**src/rtl/bin2bcd_seq.sv**
```systemverilog
// rtl/bin2bcd_seq.sv - sequential double-dabble binary to packed BCD converter
//
// Purpose:
//   Converts an unsigned binary value to packed BCD, one shift per clock. The
//   result register only updates at the end of a conversion, so downstream
//   display logic never sees intermediate values. Values that do not fit in
//   DIGITS decimal digits produce all-ones (4'hF per digit) and set overflow.
//
// Ports:
//   clk       in   1          system clock, rising edge
//   rst_n     in   1          asynchronous active-low reset
//   start     in   1          conversion request, sampled only when idle
//   bin       in   BIN_W      binary value, latched when start is accepted
//   busy      out  1          high while shifting
//   done      out  1          one-cycle pulse, bcd/overflow updated same cycle
//   bcd       out  4*DIGITS   packed BCD result, digit 0 in bits [3:0]
//   overflow  out  1          last accepted bin exceeded 10^DIGITS-1

module bin2bcd_seq #(
    parameter int BIN_W  = 14,
    parameter int DIGITS = 4
) (
    input  logic                  clk,
    input  logic                  rst_n,
    input  logic                  start,
    input  logic [BIN_W-1:0]      bin,
    output logic                  busy,
    output logic                  done,
    output logic [4*DIGITS-1:0]   bcd,
    output logic                  overflow
);

    localparam int BCD_W = 4 * DIGITS;
    localparam int CNT_W = (BIN_W > 1) ? $clog2(BIN_W) : 1;

    // Largest value representable in DIGITS decimal digits.
    function automatic logic [63:0] max_value(input int n);
        logic [63:0] v;
        v = 64'd1;
        for (int i = 0; i < n; i++) begin
            v = v * 64'd10;
        end
        return v - 64'd1;
    endfunction

    localparam logic [63:0]      MAX_VAL  = max_value(DIGITS);
    localparam logic [CNT_W-1:0] LAST_CNT = CNT_W'(BIN_W - 1);

    typedef enum logic [1:0] {
        S_IDLE  = 2'd0,
        S_SHIFT = 2'd1,
        S_DONE  = 2'd2
    } state_t;

    state_t             state_q;
    logic [BIN_W-1:0]   sr_q;
    logic [BCD_W-1:0]   acc_q;
    logic [CNT_W-1:0]   cnt_q;
    logic               ovf_q;

    logic [BCD_W-1:0]       acc_adj;
    logic [BCD_W+BIN_W-1:0] shifted;
    logic                   bin_too_big;

    assign bin_too_big = (64'(bin) > MAX_VAL);

    // Add-3 correction on every nibble that would reach 10 or more after the
    // shift. A nibble above 9 can only appear on overflowing inputs; its
    // wrap-around is harmless because the result is forced to all-ones.
    always_comb begin
        acc_adj = acc_q;
        for (int d = 0; d < DIGITS; d++) begin
            if (acc_q[4*d +: 4] >= 4'd5) begin
                acc_adj[4*d +: 4] = acc_q[4*d +: 4] + 4'd3;
            end
        end
    end

    // The accumulator MSB falls off the top here; that is the discarded
    // carry beyond DIGITS.
    assign shifted = {acc_adj, sr_q} << 1;

    always_ff @(posedge clk or negedge rst_n) begin
        if (!rst_n) begin
            state_q  <= S_IDLE;
            sr_q     <= '0;
            acc_q    <= '0;
            cnt_q    <= '0;
            ovf_q    <= 1'b0;
            busy     <= 1'b0;
            done     <= 1'b0;
            bcd      <= '0;
            overflow <= 1'b0;
        end else begin
            done <= 1'b0;
            case (state_q)
                S_IDLE: begin
                    if (start) begin
                        sr_q    <= bin;
                        acc_q   <= '0;
                        cnt_q   <= '0;
                        ovf_q   <= bin_too_big;
                        busy    <= 1'b1;
                        state_q <= S_SHIFT;
                    end
                end
                S_SHIFT: begin
                    acc_q <= shifted[BIN_W +: BCD_W];
                    sr_q  <= shifted[BIN_W-1:0];
                    cnt_q <= cnt_q + 1'b1;
                    if (cnt_q == LAST_CNT) begin
                        busy    <= 1'b0;
                        state_q <= S_DONE;
                    end
                end
                S_DONE: begin
                    bcd      <= ovf_q ? {BCD_W{1'b1}} : acc_q;
                    overflow <= ovf_q;
                    done     <= 1'b1;
                    state_q  <= S_IDLE;
                end
                default: begin
                    busy    <= 1'b0;
                    state_q <= S_IDLE;
                end
            endcase
        end
    end

endmodule

```
**config.mk**
```make
export PLATFORM = sky130hd
export DESIGN_NAME = bin2bcd_seq
export DESIGN_NICKNAME = d
export VERILOG_FILES = /design/src/rtl/bin2bcd_seq.sv
export SDC_FILE = /design/constraint.sdc
export NUM_CORES = 1
export LEC_CHECK = 0
export CORE_MARGIN = 1.5
export CORE_UTILIZATION = 40
export DETAILED_ROUTE_END_ITERATION = 8
export GPL_TIMING_DRIVEN = 1
export PLACE_DENSITY_LB_ADDON = 0.2
export SYNTH_ARGS = -nofsm -noshare
export SYNTH_HDL_FRONTEND = slang
export SYNTH_SLANG_ARGS = --single-unit
```
**constraint.sdc**
```tcl
create_clock -name clk -period 1.8 [get_ports clk]
set_input_delay 0.18 -clock clk [delete_from_list [all_inputs] [get_ports clk]]
set_output_delay 0.18 -clock clk [all_outputs]
set_load 0.005 [all_outputs]
```
# [After elaboration in Yosys (flattened, before gate mapping)]
# Index checks and enable logic that the tools add are counted.
[word_totals] ff_bits=56 latch_bits=0 mem_bits_rw=0 rom_bits=0 out_inout_bits=19 elab_cells=49 n_memories=0
[op_classes] n_addsub=5 multipliers=0 div=0 magnitude_cmp=5 eq_ne=5 shifts=0 mux=18 bitwise=1 reduce_logical=6
[ops] operator="$mux W16" count=2
[ops] operator="$pmux W16 S2" count=1
[ops] operator="$pmux W14 S2" count=1
[ops] operator="$ge A4 B3 Y1 const B" count=4
[ops] operator="$mux W4" count=4
[ops] operator="$gt A14 B14 Y1 const B" count=1
[ops] operator="$mux W14" count=1
[ops] operator="$add A4 B2 Y4 const B" count=3
[ops] operator="$pmux W4 S2" count=1
[ops] operator="$reduce_and A2 Y1" count=3
[ops] operator="$add A4 B1 Y4 const B" count=1
[ops] operator="$eq A4 B4 Y1 const B" count=1
[ops] operator="$mux W2" count=2
[ops] operator="$ne A2 B2 Y1 const B" count=2
[ops] operator="$pmux W2 S2" count=1
[ops] operator="$add A3 B2 Y3 const B" count=1
[ops] operator="$mux W1" count=3
[ops] operator="$mux W3" count=1
[ops] operator="$pmux W1 S3" count=1
[ops] operator="$reduce_and A3 Y1" count=1
[ops] operator="$eq A2 B1 Y1 const B" count=1
[ops] operator="$eq A2 B2 Y1 const B" count=1
[ops] operator="$logic_not A2 Y1" count=1
[ops] operator="$reduce_bool A2 Y1" count=1
[ops] operator="$not A1 Y1" count=1

# [Depth between registers and ports, before layout]
[logic_depth] depth_word=3 ltp_mapped=6

# [Worst setup path after synthesis]
# No wires, ideal clock.
[synth_timing] path_type="register -> register" start="reg acc_q[8]" end="reg acc_q[12]" arrival_ns=1.193 path_slack_ns=0.506 stages_incl_launch_ff=6 path_cell_list="dfrtp_1 -> inv_1 -> ha_1 -> nor2b_1 -> o21a_1 -> o32ai_1"
[synth_via] elab_chain_cells=3 elab_cells_between_ends=4
[synth_lines] item="start, declared" line_no="57" rtl="logic [BCD_W-1:0] acc_q;"
[synth_lines] item="start signal, assigned" line_no="108" rtl="acc_q <= shifted[BIN_W +: BCD_W];"
[synth_lines] item="$add A4 B2 Y4 or $ge A4 B3 Y1 (tied branches)" line_no="74, 73"
[synth_lines] item="$mux W4 *" line_no="73" rtl="if (acc_q[4*d +: 4] >= 4'd5) begin"
[synth_lines] item="$pmux W16 S2 *" line_no="96" rtl="case (state_q)"
# Mark *: on every way between the ends. The rest lies on a longest branch, timed or not.
# A chain may end at the register's enable or synchronous reset.

# [Final worst setup path]
# Same ends and word-level chain as after synthesis.

==> impl_metrics.ini <==
[power_and_ir_drop]
power_mw = 5.24
power_density_mw_per_mm2 = 1570
ir_drop_uv = 783
p_switching_mw = 1.96
pwr-share-comb = 0.427
pwr-share-seq = 0.407
swShare = 0.374
p_leak_nw = 1.46
intPower_mw = 3.28
clockPowerShare = 0.167

[die]
dieWidth_um = 86.8
num_rows = 30
die-height_um = 86.8
die-area_mm2 = 0.00754
initial_core_util = 0.414
core_area_mm2 = 0.00679
io_pins = 36

[setup_path]
startpoint_type = flop
crit_path_end_kind = flop
critPathKind = flop to flop
critPathMaxFanout = 5
cp_top_family = flip-flops
crit_required_ns = 2.03
crit_buf_inv = 1
cpMaxStageDelayCell = dfrtp_1
worstPathCellList = inv_1, ha_1, nor2b_1, o21a_1, o32ai_1
slowest_delay_ns = 0.44
cp.arrival_ns = 1.70

[yosys]
synth_cells = 288
synth_edf_count = 0
synth_ff_type = dfrtp_1
ys_seq_area_frac = 0.499
synth_area_leaders = dfrtp_1 (50%), nand2_1 (7.2%), ha_1 (4.5%), nor2_1 (4.0%), o21ai_0 (3.9%)
yosys_register_bits = 56
async_flop_share = 1.00
avgSynthCellArea_um2 = 9.76
synth-warning-count = 0
syn_nets = 315
yosysTopAreaCell = dfrtp_1
yosysUniqueCellTypes = 39
syn_area_mm2 = 0.00281
synth.top_cell.area_share = 0.499

[drt]
drt_iter0_markers = 123
first_pass_iters = 4
drc = 0
drt_wl_total_um = 5370
num_vias = 2137
wl_per_cell_um = 12.9
ant_nets = 0
via_per_inst = 5.14

[sta]
tns_ns = 0
drv_slew = 0
fin_skew_ns = 0.00995
slew_headroom = 0.693
period_share = 0.819
fin_hold_ws_ns = 0.349
setup_viol = 0
finalCriticalPeriod_ns = 1.47
rsz0062_at_grt = false
hold_viol = 0
max_slew.worst_pin.slew_ns = 0.460
max_freq_mhz = 678

[grt]
grt_pass1_vias = 2080
grt_start_max_net_pins = 39
grt_first_pass_wirelength_um = 9600
grt_overflow = 0
antenna_found_initial = 0
track_usage = 0.162

[hold_path]
hp-class = primary input to async pin

[layout]
area_delta_synth_final_pct = 18.8
fillCellCount = 657
fin_nets = 346
drive_above_1_share = 0.0781
antenna_cells = 0
fin_area_mm2 = 0.00334

[clock_tree]
cts.clk_slew.worst_paths_ns = 0.10
htreeDepth = 2
clock_latency_ns = 0.32
cts_tree = built
post_cts_resized = 0
cts_num_sinks = 56
cts_max_path_buffers = 2
clockRootBuffer = clkbuf_8
numCtsBuffers = 5

[run]
cap_violations = 0

[place]
hpwl_um = 3750
io_buffers = 35
routabilityCongestion = 0.791
place_area_mm2 = 0.00321

[outcome]
status = finished, final reports clean
final timing paths:
path                               start         to  slack [ns]  depth (start not counted)
worst max-delay path            acc_q[8]  acc_q[12]        0.33                          5
min in group clk                  bin[3]    sr_q[3]        0.44                          3
max in group asynchronous          rst_n   acc_q[6]        0.89                          3
worst min register to register    bcd[8]     bcd[8]        0.49                          2
worst min-delay path               rst_n    bcd[14]        0.35                          2
worst max register to register  acc_q[8]  acc_q[12]        0.33                          5
routing by layer:
metal  part of all wire  global-route usage  routed length (um)
met2               0.46               0.267                2440
met1               0.48               0.212                2600
met4              0.017              0.0645                  93
met3              0.043              0.0286                 233
met5                  0                   0                   0
timing repair:
item	4_1_cts	5_1_grt
hold buffers	1	0
endpoints found under the hold margin	18	0
buffers inserted	0	0
Yosys cell counts (5+ instances only):
master / count
inv_1: 20
buf_6: 9
o21ai_0: 22
ha_1: 10
nand2b_1: 5
nor2_1: 30
nand2_1: 54
dfrtp_1: 56
a31oi_1: 12
o2111ai_1: 8
sequential cells by signal, indices dropped and copies added (netlist names):
name and flops:
acc_q 16, bcd 16, sr_q 14, cnt_q 4, state_q 2, busy 1
done 1, overflow 1, ovf_q 1
per-stage QoR:
step / utilization / instances / worst slack (ns)
2_1_floorplan: - / 288 / 0.506
3_3_place_gp: 0.472 / 407 / 0.245
3_5_place_dp: 0.472 / 407 / 0.223
4_1_cts: 0.491 / 416 / 0.341
5_1_grt: 0.491 / 416 / 0.213
6_report: 0.491 / 416 / 0.325
layout by cell type (no fill, tap or decap), types with 2 or more instances in the layout:
cell / instances
ha_1: 10
nand2_1: 54
nand2b_1: 5
o21ai_1: 3
o221ai_2: 4
dfrtp_1: 56
a32o_1: 4
nor2_1: 30
o21ai_0: 22
clkbuf_8: 6
o211ai_1: 4
buf_12: 3
buf_4: 2
clkdlybuf4s50_1: 34
xor2_1: 2
a31oi_1: 12
xnor2_1: 3
inv_1: 20
nand3_1: 3
o2111ai_1: 8
a21oi_1: 2
o21a_1: 4
nor2b_1: 4
o32ai_1: 3
o31ai_1: 4
cell families (layout without fill, tap and decap cells):
group	after synthesis	in the layout	share of synthesized area
fa+ha+maj	10	10	0.0445
xor+xnor	5	5	0.0156
flops	56	56	0.499
buf+inv	37	69	0.0779
compound gates	77	77	0.201
simple gates	103	103	0.162
power groups by stage:
stage / Combinational (mW) / Sequential [mW] / Clock, mW
global placement: 2.21 / 2.15 / 0
CTS: 2.27 / 2.13 / 0.904
global route: 2.56 / 2.21 / 0.937
floorplan: 1.71 / 2.06 / 0
detailed placement: 2.26 / 2.16 / 0
finish: 2.23 / 2.13 / 0.872
worst reg2reg max path: cells and delay by family, from the launching register on:
kind / cells / cell delay, ns
AND/OR/NAND/NOR: 1 / 0.16
flip-flops: 1 / 0.44
AO/OA/AOI/OAI: 2 / 0.44
adder cells (fa/ha/maj): 1 / 0.24
buffers and inverters: 1 / 0.11
cell type report:
| type | instances | area (um^2) | share of cell area |
|---|---|---|---|
| Tap cell | 96 | 120 | 0.0360 |
| Inverter | 20 | 75.1 | 0.0225 |
| Clock inverter | 2 | 38.8 | 0.0116 |
| Multi-Input combinational cell | 195 | 1190 | 0.356 |
| Sequential cell | 56 | 1400 | 0.420 |
| Timing Repair Buffer | 41 | 430 | 0.129 |
| Clock buffer | 6 | 82.6 | 0.0247 |
Power figures use the tool's default switching activity.
